--- src/rtl/top_k_select_if.sv ---
// Candidate stream from the distance unit into the top-K selector.
interface top_k_select_if #(
  parameter int B   = 16,
  parameter int IDW = 10
) ();
  logic           dist_valid;
  logic           dist_ready;
  logic [B-1:0]   dist_in;
  logic [IDW-1:0] dist_id;
  logic           dist_last;

  modport master (
    output dist_valid,
    output dist_in,
    output dist_id,
    output dist_last,
    input  dist_ready
  );

  modport slave (
    input  dist_valid,
    input  dist_in,
    input  dist_id,
    input  dist_last,
    output dist_ready
  );
endinterface

--- src/rtl/top_k_select.sv ---
// Streaming top-K selector: keeps the K smallest distances of a query
// in a sorted list and reports the K-th one at end of query.
module top_k_select #(
  parameter int B   = 16,
  parameter int K   = 8,
  parameter int IDW = 10,
  localparam int CW = $clog2(K+1)
) (
  input  logic           clk,
  input  logic           rst,
  top_k_select_if.slave  s,
  output logic           top_k_done,
  output logic [B-1:0]   kth_distance,
  output logic [IDW-1:0] kth_id,
  output logic [CW-1:0]  cand_count
);

  typedef enum logic {ACCUM, FLUSH} state_t;

  state_t         state_q;
  logic           ready_q;
  logic           done_q;
  logic [B-1:0]   kth_dist_q;
  logic [IDW-1:0] kth_id_q;
  logic [CW-1:0]  cnt_q;

  logic [B-1:0]   dist_q [K];
  logic [IDW-1:0] id_q   [K];
  logic [K-1:0]   vld_q;
  logic [B-1:0]   dist_d [K];
  logic [IDW-1:0] id_d   [K];
  logic [K-1:0]   vld_d;

  logic           accept;
  int             p;
  int             nxt_cnt;
  logic [B-1:0]   nxt_dist;
  logic [IDW-1:0] nxt_id;

  assign s.dist_ready  = ready_q;
  assign top_k_done    = done_q;
  assign kth_distance  = kth_dist_q;
  assign kth_id        = kth_id_q;
  assign cand_count    = cnt_q;

  always_comb begin
    accept = s.dist_valid & ready_q;
    // Equal entries count toward p, so ties land after older ones
    p = 0;
    for (int i = 0; i < K; i++) begin
      if (vld_q[i] && dist_q[i] <= s.dist_in) p = p + 1;
    end
    dist_d = dist_q;
    id_d   = id_q;
    vld_d  = vld_q;
    if (accept && p < K) begin
      for (int i = 0; i < K; i++) begin
        if (i == p) begin
          dist_d[i] = s.dist_in;
          id_d[i]   = s.dist_id;
          vld_d[i]  = 1'b1;
        end
      end
      for (int i = 1; i < K; i++) begin
        if (i > p) begin
          dist_d[i] = dist_q[i-1];
          id_d[i]   = id_q[i-1];
          vld_d[i]  = vld_q[i-1];
        end
      end
    end
    nxt_cnt  = 0;
    nxt_dist = '0;
    nxt_id   = '0;
    for (int i = 0; i < K; i++) begin
      if (vld_d[i]) begin
        nxt_cnt  = nxt_cnt + 1;
        nxt_dist = dist_d[i];
        nxt_id   = id_d[i];
      end
    end
  end

  always_ff @(posedge clk) begin
    dist_q <= dist_d;
    id_q   <= id_d;
  end

  // Result registers load on the accepting edge so they
  // appear together with the done pulse in the FLUSH cycle.
  always_ff @(posedge clk or posedge rst) begin
    if (rst) begin
      state_q    <= ACCUM;
      ready_q    <= 1'b0;
      done_q     <= 1'b0;
      kth_dist_q <= '0;
      kth_id_q   <= '0;
      cnt_q      <= '0;
      vld_q      <= '0;
    end else begin
      unique case (state_q)
        ACCUM: begin
          vld_q   <= vld_d;
          done_q  <= 1'b0;
          ready_q <= 1'b1;
          if (accept && s.dist_last) begin
            state_q    <= FLUSH;
            ready_q    <= 1'b0;
            done_q     <= 1'b1;
            kth_dist_q <= nxt_dist;
            kth_id_q   <= nxt_id;
            cnt_q      <= CW'(nxt_cnt);
          end
        end
        FLUSH: begin
          vld_q   <= '0;
          done_q  <= 1'b0;
          ready_q <= 1'b1;
          state_q <= ACCUM;
        end
      endcase
    end
  end

endmodule

--- src/flat_wrapper.sv ---
// flat-port wrapper written by rule: the top's interface ports become plain ports
module top_k_select_flat 
#(
  parameter int B   = 16,
  parameter int K   = 8,
  parameter int IDW = 10,
  localparam int CW = $clog2(K+1)
)
  (clk, rst, top_k_done, kth_distance, kth_id, cand_count, s_dist_valid, s_dist_in, s_dist_id, s_dist_last, s_dist_ready);
  top_k_select_if #(.B(B), .IDW(IDW)) s_i ();
  input  logic clk;
  input  logic rst;
  output logic top_k_done;
  output logic [B-1:0] kth_distance;
  output logic [IDW-1:0] kth_id;
  output logic [CW-1:0] cand_count;
  input wire logic [$bits(s_i.dist_valid)-1:0] s_dist_valid;
  input wire logic [$bits(s_i.dist_in)-1:0] s_dist_in;
  input wire logic [$bits(s_i.dist_id)-1:0] s_dist_id;
  input wire logic [$bits(s_i.dist_last)-1:0] s_dist_last;
  output wire logic [$bits(s_i.dist_ready)-1:0] s_dist_ready;
  assign s_i.dist_valid = s_dist_valid;
  assign s_i.dist_in = s_dist_in;
  assign s_i.dist_id = s_dist_id;
  assign s_i.dist_last = s_dist_last;
  assign s_dist_ready = s_i.dist_ready;
  top_k_select #(.B(B), .K(K), .IDW(IDW)) u_core (.clk(clk), .rst(rst), .s(s_i), .top_k_done(top_k_done), .kth_distance(kth_distance), .kth_id(kth_id), .cand_count(cand_count));
endmodule
--- config.mk ---
export PLATFORM = sky130hd
export DESIGN_NAME = top_k_select_flat
export DESIGN_NICKNAME = d
export VERILOG_FILES = /design/src/rtl/top_k_select_if.sv /design/src/rtl/top_k_select.sv /design/src/flat_wrapper.sv
export SDC_FILE = /design/constraint.sdc
export NUM_CORES = 1
export LEC_CHECK = 0
export ABC_AREA = 1
export BUFFER_PORTS_ARGS = -buffer_cell sky130_fd_sc_hd__clkbuf_2
export CAP_MARGIN = 20
export CORE_UTILIZATION = 35
export DETAILED_ROUTE_END_ITERATION = 12
export PLACE_DENSITY = 0.49
export SYNTH_ARGS = -nofsm -noshare
export SYNTH_HDL_FRONTEND = slang
export SYNTH_SLANG_ARGS = --single-unit
--- constraint.sdc ---
create_clock -name clk -period 9.95 [get_ports clk]
set_input_delay 1.4925 -clock clk [delete_from_list [all_inputs] [get_ports clk]]
set_output_delay 1.4925 -clock clk [all_outputs]
set_load 0.05 [all_outputs]
# Yosys cells after proc, flatten, opt, wreduce, memory -nomap -nowiden
# Cells that the tools add are included.
[classes]
add_sub_neg = 14
mul = 0
n_div = 0
magnitude_cmp = 16
n_eq_ne = 7
shifts = 0
n_mux = 85
bitwise = 2
reduce_logical = 12
[op_table]
columns = ["cell", "count"]
rows = [
  ["$mux W16", 23],
  ["$mux W10", 23],
  ["$mux W32", 7],
  ["$add A32 B2 Y32 const B", 6],
  ["$eq A4 B32 Y1 const A", 4],
  ["$gt A4 B32 Y1 const A", 4],
  ["$le A16 B16 Y1", 8],
  ["$mux W128", 1],
  ["$mux W80", 1],
  ["$eq A3 B32 Y1 const A", 2],
  ["$gt A3 B32 Y1 const A", 2],
  ["$eq A2 B32 Y1 const A", 1],
  ["$gt A2 B32 Y1 const A", 1],
  ["$logic_not A32 Y1", 1],
  ["$lt A32 B5 Y1 const B", 1],
  ["$mux W4", 6],
  ["$add A4 B2 Y4 const B", 5],
  ["$mux W1", 19],
  ["$pmux W8 S2", 1],
  ["$logic_and A1 B1 Y1", 10],
  ["$mux W8", 1],
  ["$add A1 B1 Y2 const B", 2],
  ["$pmux W1 S2", 2],
  ["$add A2 B1 Y3 const B", 1],
  ["other kinds (4)", 4],
]
[totals]
register_bits = 248
latch_bits = 0
mem_bits_rw = 0
rom_bits = 0
wordCells = 158
n_memories = 0

# Logic depth before layout (Yosys ltp)
# Gate-level depths: netlist of the first run.
[logic_depth]
word_depth = 36
depth_mapped = 66
ltp_nobuf = 64

# Least setup slack after synthesis of the first run
# No wires, ideal clock.
[synth_path]
path_type = "input -> register"
from = "in s_dist_in[1]"
to = "reg u_core.cnt_q[1] (netlist: u_core.cand_count[1])"
setup_time_ns = 0.123
t_arrival_ns = 9.432
setup_slack_ns = 0.395
stages = 60
path_cell_list = "inv_1 > ha_1 > inv_1 > nor2_1 > nor2_1 > o21a_1 > o211ai_1 > nand2_1 > o2111ai_1 > a21oi_1 > ha_1 > nand3_1 > nand2_2 > inv_1 > ha_1 > nand2_1 > nand2_1 > ha_1 > [... 24 more ...] > nand2_2 > nand2_1 > nand3_1 > nand3_1 > nand2_1 > ha_1 > or2_0 > nand3_1 > nand2_1 > nand2_1 > nand2_1 > ha_1 > or2_2 > nand2_1 > inv_2 > ha_1 > o21ai_0 > o21ai_1"
[synth_via]
elab_chain_len = 35
word_cells_on_any_way = 79
classes_between = "14 x add/sub; 16 x order compare; 7 x eq/ne; 32 x mux; 10 x reduce/logical"
[synth_rtl]
columns = ["item", "line_no", "text"]
rows = [
  ["start: declaration", "flat_wrapper.sv:18", "input wire logic [$bits(s_i.dist_in)-1:0] s_dist_in;"],
  ["$le A16 B16 Y1", "top_k_select.sv:51", "if (vld_q[i] && dist_q[i] <= s.dist_in) p = p + 1;"],
  ["$logic_and A1 B1 Y1", "top_k_select.sv:51", ""],
  ["$mux W1", "top_k_select.sv:51", ""],
  ["$add A1 B1 Y2", "top_k_select.sv:51", ""],
  ["$mux W32", "top_k_select.sv:51", ""],
  ["$add A32 B2 Y32", "top_k_select.sv:51", ""],
  ["$mux W32", "top_k_select.sv:51", ""],
  ["$add A32 B2 Y32", "top_k_select.sv:51", ""],
  ["[... 19 more ...]", "--", ""],
  ["$add A4 B2 Y4", "top_k_select.sv:77", "nxt_cnt = nxt_cnt + 1;"],
  ["$mux W4", "top_k_select.sv:76", "if (vld_d[i]) begin"],
  ["$add A4 B2 Y4", "top_k_select.sv:77", ""],
  ["$mux W4", "top_k_select.sv:76", ""],
  ["$add A4 B2 Y4", "top_k_select.sv:77", ""],
  ["$mux W4", "top_k_select.sv:76", ""],
  ["$add A4 B2 Y4", "top_k_select.sv:77", ""],
  ["$mux W4 *", "top_k_select.sv:76", ""],
  ["end signal: assignment", "top_k_select.sv:112", "cnt_q <= CW'(nxt_cnt);"],
  ["end: declaration", "top_k_select.sv:25", "logic [CW-1:0] cnt_q;"],
]
# Mark *: on every way between the ends. The rest lies on a longest branch, timed or not.
# A chain may end at the register's enable or synchronous reset.

# Worst setup path in the final report of the first run
[layout_path]
from = "in s_dist_in[3]"
to = "reg u_core.cnt_q[1] (netlist: u_core.cand_count[1])"
# Same word-level chain as after synthesis.

==> results by group, run 1 <==
Floorplanning
  • CORE AREA: approximately 45000 um^2
  • Die X-Extent: 215.2 um
  • Die area: between 40000 and 50000 um^2
  • # IOs: 62
  • Initial Util: 0.3574
  • # rows: just under 80
  • Die extent in y: 215.2 um

Placed design
  • Post-DP HPWL: roughly 44 mm
  • GP Congestion: 0.9152
  • Port bufs: 61

Timing
  • Worst Tran Pin Value: 1.146 ns
  • Max-slew headroom: 0.2334
  • RSZ-0062 raised after global routing: false
  • TNS Setup: 0 ns
  • Final Slew Violations: 0
  • Final Setup Violations: 0
  • Fmax achieved: 107.5 MHz
  • Final hold violations: 0
  • Fin crit share: 0.9347
  • Clock skew: approximately 0.013 ns
  • Min cycle time layout: a little over 9 ns

Final layout
  • Layout Nets: 2413
  • Fraction of layout cells with a size suffix above 1: 0.1323
  • Ant diodes: 0
  • Area Growth Syn to Fin: 13.55%
  • Commonest non-fill, non-tap cell in the layout: nand2_1
  • Fill count: approximately 4700
  • Multi-input logic area: around 9300 um^2
  • Sequential cell area: approximately 5200 um^2
  • Most frequent cells in the layout: nand2_1, inv_1, a21oi_1

Route
  • Final ANT Viol Nets: 0
  • First DRT Iteration DRCs: 1177
  • Top layer in use: met4
  • DR vias: 15990
  • WL met3: 2.594 mm
  • DR WL met2: 29.87 mm
  • DRC Markers: 0
  • Avg WL per Cell: 21.53 um
  • Via density: 5.592
  • Final wirelength: 61.54 mm
  • Met1 wire length: 26.55 mm
  • First-pass DRT Iterations: 5

Clocking
  • Worst-Skew Late Latency: 0.58 ns
  • Setup bufs post-CTS: 0
  • Max Root-Sink Buffers: 3
  • Root Buffer: clkbuf_16
  • CTS tree: yes
  • Num Clock Sinks: approximately 250
  • Num CTS Buffers: 31
  • Reg clk slew, reported paths: about 0.06 ns
  • H-tree level count: 1

Yosys
  • Mapped cell area: 15910 um^2
  • Yosys warnings: 0
  • Syn Area/Cell: 7.254 um^2
  • Cell variety after synth: 64
  • EDFF count, synth: 0
  • Post-Syn Nets: 2363
  • Seq/Total Area, Yosys: 0.3247
  • Ys async rst share: 0.1613
  • Cells after synthesis: approximately 2200
  • Area contributors post-synth: dfxtp_1, ha_1, nand2_1
  • Top FF cell, synth: dfxtp_1
  • Area share of the largest cell type after synthesis: 0.2618
  • Leading area contributor after synthesis: dfxtp_1
  • FF+latch count, synth: 248

Critical path
  • Critical path type: in -> reg
  • Crit-path slowest cell: ha_1
  • CP Max Fanout: 5
  • Crit-path max cell delay: 0.41 ns
  • Crit path top cell by count: nand2_1
  • Reg2Reg Depth: 55
  • Critical path arrival: 9.77 ns
  • WP data required: 10.42 ns
  • Setup crit end kind: flop
  • Startpoint Class: input pin

Global route
  • GRT Total Usage: 0.2643
  • Grt ovf: 0
  • First-pass GRT wire length: 94.78 mm
  • Number of antenna violations at the first check in global routing: 0
  • Largest net degree at the start of global routing: 72
  • Number of global-route vias before repair: 15810

Run status
  • Outcome: completed

Worst hold path
  • Hold path depth: 2
  • Hold Path Class: reg -> reg

Run
  • Max-cap violation count: 0
## worst max-delay path, delay by kind of cell
kind                       cells  cell delay, ns
and+or+nand+nor               30            3.63
adders and majority gates     11            3.13
AOI/OAI and AO/OA              7            0.97
buffers and inverters          7            0.53
## layer usage
layer / GRT usage / vias to the layer above
met3: 0.03001 / 122
met2: 0.4576 / 402
met5: 0 / -
met4: 0.1054 / 0
li1: - / 7702
met1: 0.3330 / 7761
## worst paths after layout
path                                   start                      end  slack, ns
min reg2reg                   u_core.id_q[4]           u_core.id_q[4]       0.47
max reg2reg                u_core.dist_q[97]     u_core.cand_count[1]       1.44
min                           u_core.id_q[4]           u_core.id_q[4]       0.47
min in group asynchronous                rst     u_core.cand_count[1]       1.09
max                             s_dist_in[3]     u_core.cand_count[1]       0.65
max in group asynchronous                rst  u_core.kth_distance[11]       8.28
## layout make-up
type | count | share of cell area
multi-input combinational | 1564 | 0.5144
sequential | 248 | 0.2859
inverter | 268 | 0.05569
clock buffer | 50 | 0.05313
timing repair buffer | 130 | 0.04738
tap | 592 | 0.04101
clock inverter | 7 | 0.002424
## Yosys cell counts, types with 8 or more instances
library cell / number
o221ai_1: 41
dfxtp_1: 208
a22o_1: 23
nand4_1: 14
o22ai_1: 46
buf_1: 10
dfrtp_1: 40
buf_2: 18
a21oi_1: 221
o21a_1: 11
o211ai_1: 16
inv_2: 19
ha_1: 140
nand2_2: 29
or2_2: 11
clkbuf_1: 80
nor2_1: 136
nand3_2: 14
o21ai_0: 146
o21ai_1: 62
nor3_1: 25
inv_1: 244
nand3_1: 128
o32ai_1: 12
a31oi_1: 23
o221a_2: 8
nand2_1: 375
a221oi_1: 14
## sequential cells by signal, indices dropped and copies added, names as in the netlist
signal               count
u_core.cand_count        4
u_core.s.dist_ready      1
u_core.kth_distance     16
u_core.state_q           1
u_core.id_q             80
u_core.vld_q             8
u_core.kth_id           10
u_core.dist_q          128
## through the flow
stage,worst slack (ns),util,cell area (um^2),hold WS [ns],cells
final,0.6493,0.4058,18060,0.4709,2859
after global placement,0.2668,0.3826,17030,0.4548,2801
after floorplan,0.3946,-,15910,0.4357,2193
after global routing,0.005355,0.4058,18060,0.4767,2859
after detailed placement,0.07853,0.3832,17060,0.4562,2802
after CTS,0.6785,0.4058,18060,0.4732,2859
## kinds of logic (layout without fill, tap and decap cells)
group,count (synthesis),after routing,share of synthesized area
and+or+nand+nor,768,768,0.2244
buffers and inverters,381,455,0.09297
DFF,248,248,0.3247
xor gates and xnor gates,2,2,0.001101
AOI/OAI and AO/OA,654,654,0.2467
adders and majority gates,140,140,0.1101
## timing repair
action	in CTS	in global routing
gates resized for setup	0	1
hold buffers	0	0
endpoints found under the setup margin	0	1
Power of run 1 is left out: the tool's default activity adds up to more than one toggle a clock period on the data nets, which glitch-free logic cannot reach.
==> run 2, diff against run 1 <==
--- a/config.mk
+++ b/config.mk
@@ -8,9 +8,11 @@
 export ABC_AREA = 1
 export BUFFER_PORTS_ARGS = -buffer_cell sky130_fd_sc_hd__clkbuf_2
 export CAP_MARGIN = 20
+export CORE_MARGIN = 1.5
 export CORE_UTILIZATION = 35
 export DETAILED_ROUTE_END_ITERATION = 12
 export PLACE_DENSITY = 0.49
+export RECOVER_POWER = 25
 export SYNTH_ARGS = -nofsm -noshare
 export SYNTH_HDL_FRONTEND = slang
 export SYNTH_SLANG_ARGS = --single-unit
==> run 2 against run 1 <==
The flow now finishes with violations (max-capacitance violations, max-slew violations). Cell area rose by 1.0%. First-iteration DRC count rose by 15%. Maximum frequency fell by 0.29%. Cell count rose by 0.28%. Wire length rose by 0.38%. Setup slack got worse by 0.027 ns. Global-route usage barely moved. Critical path depth did not move. Clock skew rose by 0.0088 ns. Worst hold slack got worse by 0.0020 ns. Critical endpoint unchanged. Highest routed layer unchanged.
==> results by group, run 2 (same netlist as run 1, synthesis figures left out) <==
Run status
  • Outcome: finished, violations left
  • Failing checks: max-capacitance violations, max-slew violations

Placed design
  • Post-DP HPWL: roughly 44 mm
  • Port bufs: between 60 and 70
  • GP Congestion: 0.8927

Timing
  • Final Setup Violations: 0
  • Fmax achieved: 107.2 MHz
  • Final Slew Violations: 41
  • Fin crit share: 0.9375
  • Worst Tran Pin Value: 1.617 ns
  • Max-slew headroom: -0.07916
  • Final hold violations: 0
  • TNS Setup: 0 ns
  • Min cycle time layout: just over 9 ns
  • RSZ-0062 raised after global routing: false
  • Clock skew: 0.02156 ns

Worst hold path
  • Hold Path Class: reg -> reg

Critical path
  • Startpoint Class: input pin
  • CP bufs+invs: 7
  • Crit-path max cell delay: 0.40 ns
  • Crit-path leading delay family: simple AND/OR/NAND/NOR gates
  • Critical path type: in -> reg
  • Critical path arrival: 9.74 ns
  • Crit path top cell by count: nand2_1
  • Crit-path slowest cell: ha_2
  • Setup crit end kind: flop
  • WP data required: about 10 ns
  • CP Max Fanout: 5

Route
  • DRC Markers: 0
  • DR vias: 16030
  • First-pass DRT Iterations: 5
  • Final ANT Viol Nets: 0
  • First DRT Iteration DRCs: 1350
  • Avg WL per Cell: 21.55 um
  • Final wirelength: 61.77 mm
  • Via density: 5.593

Global route
  • Grt ovf: 0
  • Number of antenna violations at the first check in global routing: 0
  • First-pass GRT wire length: 95.20 mm
  • Largest net degree at the start of global routing: 72
  • Number of global-route vias before repair: 16230
  • GRT Total Usage: 0.2641

Clocking
  • CTS tree: yes
  • Num CTS Buffers: 34
  • Worst-Skew Late Latency: 0.55 ns
  • Setup bufs post-CTS: 0
  • H-tree level count: 2
  • Hold buffer count at cts: 0
  • Num Clock Sinks: 248
  • Max Root-Sink Buffers: 3
  • Post-CTS sizing: 0
  • Root Buffer: clkbuf_16
  • Reg clk slew, reported paths: 0.05 ns

Floorplanning
  • Die extent in y: 216.2 um
  • # rows: 77
  • CORE AREA: 44510 um^2
  • Initial Util: 0.3574
  • # IOs: between 60 and 70
  • Die X-Extent: 216.2 um
  • Die area: 46740 um^2

Final layout
  • Reg with most FFs: u_core.dist_q
  • Ant diodes: 0
  • Layout Nets: 2419
  • Area Growth Syn to Fin: 14.72%
  • Commonest non-fill, non-tap cell in the layout: nand2_1
  • Fraction of layout cells with a size suffix above 1: 0.1231
  • Max reg flops: 128
  • Most frequent cells in the layout: nand2_1, inv_1, a21oi_1
  • Fill count: approximately 4700

Run
  • Max-cap violation count: 1
run 2: cell types whose count changed in the layout (fill, tap and decap cells not counted), sizes merged:
cell / before / now
bufinv: 0 / 3
clkbuf: 111 / 114
buf: 69 / 71
clkinv: 10 / 9
clkinvlp: 2 / 3
run 2: per-layer routing:
metal	track usage	vias to the layer above	wire length, um
met4	0.1231	0	2695
li1	-	7701	-
met2	0.4598	447	29940
met1	0.3261	7765	26270
met5	0	-	0
met3	0.02807	121	2862
run 2: stage by stage:
| step | std cells | setup slack (ns) | utilization | area [um^2] | hold WS (ns) |
|---|---|---|---|---|---|
| detailed placement | 2805 | 0.1110 | 0.3840 | 17090 | 0.4579 |
| CTS | 2867 | 0.6661 | 0.4106 | 18280 | 0.4721 |
| global route | 2867 | 0.0008358 | 0.4100 | 18250 | 0.4931 |
| global placement | 2804 | 0.2732 | 0.3834 | 17070 | 0.4495 |
| finish | 2867 | 0.6223 | 0.4100 | 18250 | 0.4689 |
| floorplan | 2193 | 0.3946 | - | 15910 | 0.4357 |
run 2: path summary, 6_finish.rpt:
check | start | endpoint | slack (ns) | cells after the start
worst max-delay path | s_dist_in[3] | u_core.cand_count[1] | 0.62 | 55
worst min-delay path | u_core.id_q[9] | u_core.id_q[9] | 0.47 | 2
worst max register to register | u_core.dist_q[97] | u_core.cand_count[1] | 1.46 | 55
worst min register to register | u_core.id_q[9] | u_core.id_q[9] | 0.47 | 2
max in group asynchronous | rst | u_core.kth_distance[3] | 7.57 | 2
min in group asynchronous | rst | u_core.kth_id[5] | 1.43 | 2
run 2: final cells by class:
type / count / area (um^2) / share of cell area
inverter: 268 / 1006 / 0.05512
timing repair buffer: 133 / 847.1 / 0.04642
tap: 592 / 740.7 / 0.04059
multi-input combinational: 1564 / 9305 / 0.5099
clock inverter: 10 / 132.6 / 0.007268
sequential: 248 / 5165 / 0.2830
clock buffer: 52 / 1052 / 0.05766
run 2: worst register-to-register path, delay by kind of cell (launching register included):
| kind | cells | cell delay [ns] |
|---|---|---|
| AOI/OAI and AO/OA | 7 | 0.91 |
| adders and majority gates | 11 | 3.12 |
| buffers and inverters | 6 | 0.33 |
| DFF | 1 | 0.31 |
| and+or+nand+nor | 31 | 3.65 |
Power of run 2 is left out for the same reason.
==> run 3, diff against run 2 <==
--- a/config.mk
+++ b/config.mk
@@ -11,8 +11,7 @@
 export CORE_MARGIN = 1.5
 export CORE_UTILIZATION = 35
 export DETAILED_ROUTE_END_ITERATION = 12
-export PLACE_DENSITY = 0.49
-export RECOVER_POWER = 25
+export PLACE_DENSITY_LB_ADDON = 0.1
 export SYNTH_ARGS = -nofsm -noshare
 export SYNTH_HDL_FRONTEND = slang
 export SYNTH_SLANG_ARGS = --single-unit
==> constraint.sdc (replaced) <==
create_clock -name clk -period 11 [get_ports clk]
set_input_delay 1.65 -clock clk [delete_from_list [all_inputs] [get_ports clk]]
set_output_delay 1.65 -clock clk [all_outputs]
set_load 0.05 [all_outputs]
==> run 3 against run 2 <==
The run now ends clean. Sequential cell count unchanged. Cell count decreased by 0.66%. Via count increased by 0.28%. Critical path depth increased by 1. Critical endpoint unchanged.
==> results by group, run 3 (same netlist as run 1, synthesis figures left out) <==
Run status
  • Outcome: completed

Global route
  • GRT Total Usage: 0.2774
  • Largest net degree at the start of global routing: 51
  • Grt ovf: 0
  • Number of antenna violations at the first check in global routing: 1
  • First-pass GRT wire length: 98.35 mm
  • Number of global-route vias before repair: 16060

Critical path
  • Crit-path max cell delay: 0.43 ns
  • Critical path type: in -> reg
  • Critical path arrival: 10.13 ns
  • Crit Reg-Reg Startpoint: u_core.dist_q[111]
  • Setup crit end kind: flop
  • Crit path top cell by count: nand2_1
  • Startpoint Class: input pin
  • CP startpoint: s_dist_in[15]
  • CP Max Fanout: 5
  • Crit-path slowest cell: ha_1
  • WP data required: 11.43 ns

Timing
  • Max-slew headroom: 0.3230
  • RSZ-0062 raised after global routing: false
  • Fmax achieved: approximately 100 MHz
  • Final Slew Violations: 0
  • Fin crit share: 0.8824
  • Clock skew: 0.01909 ns
  • TNS Setup: 0 ns
  • Min cycle time layout: approximately 9.7 ns
  • Final Setup Violations: 0
  • Final hold violations: 0
  • Worst Tran Pin Value: just over 1 ns

Route
  • DR vias: around 16000
  • Final wirelength: 65.15 mm
  • Via density: roughly 5.6
  • First DRT Iteration DRCs: 1122
  • DRC Markers: 0
  • Avg WL per Cell: about 23 um
  • Final ANT Viol Nets: 0
  • First-pass DRT Iterations: 6

Final layout
  • Commonest non-fill, non-tap cell in the layout: nand2_1
  • Reg with most FFs: u_core.dist_q
  • Area Growth Syn to Fin: 13.86%
  • Ant diodes: 0
  • Fraction of layout cells with a size suffix above 1: 0.1281
  • Most frequent cells in the layout: nand2_1, inv_1, a21oi_1
  • Max reg flops: 128
  • Layout Nets: between 2000 and 2500

Placed design
  • Port bufs: 61
  • GP Congestion: 0.9108
  • Post-DP HPWL: ~45 mm

Floorplanning
  • Die X-Extent: 216.2 um
  • Die area: 46740 um^2
  • # IOs: 62
  • # rows: between 70 and 80
  • Initial Util: 0.3574
  • CORE AREA: roughly 45000 um^2
  • Die extent in y: 216.2 um

Clocking
  • Num Clock Sinks: 248
  • Max Root-Sink Buffers: 3
  • Root Buffer: clkbuf_16
  • Worst-Skew Late Latency: 0.55 ns
  • Post-CTS sizing: 0
  • Reg clk slew, reported paths: roughly 0.060 ns
  • Num CTS Buffers: 34
  • Hold buffer count at cts: 0
  • H-tree level count: 2
  • CTS tree: yes
  • Setup bufs post-CTS: 0

Worst hold path
  • Hold_sp: u_core.id_q[9]
  • Hold Path Class: reg -> reg

Run
  • Max-cap violation count: 0
==> run 3: stage by stage <==
stage	instances	setup WS [ns]	instance area (um^2)	util	hold WS (ns)
3_3_place_gp	2786	0.9842	16910	0.3798	0.4538
5_1_grt	2848	0.4839	18110	0.4069	0.4900
2_1_floorplan	2193	1.287	15910	-	0.4357
3_5_place_dp	2787	0.7906	16930	0.3804	0.4552
4_1_cts	2848	1.348	18110	0.4069	0.4689
6_report	2848	1.293	18110	0.4069	0.4650
==> run 3: worst paths after layout <==
check | depth (start not counted) | slack (ns) | end
max in group asynchronous | 2 | 9.12 | u_core.kth_distance[10]
worst max-delay path | 56 | 1.29 | u_core.cand_count[1]
min in group asynchronous | 2 | 1.30 | u_core.s.dist_ready
worst min-delay path | 2 | 0.47 | u_core.id_q[9]
worst min register to register | 2 | 0.47 | u_core.id_q[9]
worst max register to register | 54 | 2.31 | u_core.cand_count[1]
==> run 3: area by class of cell <==
cell class	count	area, um^2
fill	4726	26400
clock inverter	7	110.1
sequential	248	5165
multi-input combinational	1564	9290
timing repair buffer	115	730.7
tap	592	740.7
clock buffer	54	1070
inverter	268	1006
==> run 3: worst max-delay path: cells and delay by family <==
kind,cells,cell delay (ns)
AOI/OAI and AO/OA,5,0.54
adders and majority gates,11,3.16
buffers and inverters,8,0.60
and+or+nand+nor,32,4.14
==> run 3: routing by layer <==
metal,routed length (um),up-vias,GRT usage,share of wire
met5,0,-,0,0
met4,2917,0,0.1336,0.045
met3,3092,137,0.03312,0.047
met2,31670,485,0.4862,0.49
met1,27470,7788,0.3360,0.42
li1,-,7669,-,-
Power of run 3 is left out for the same reason.
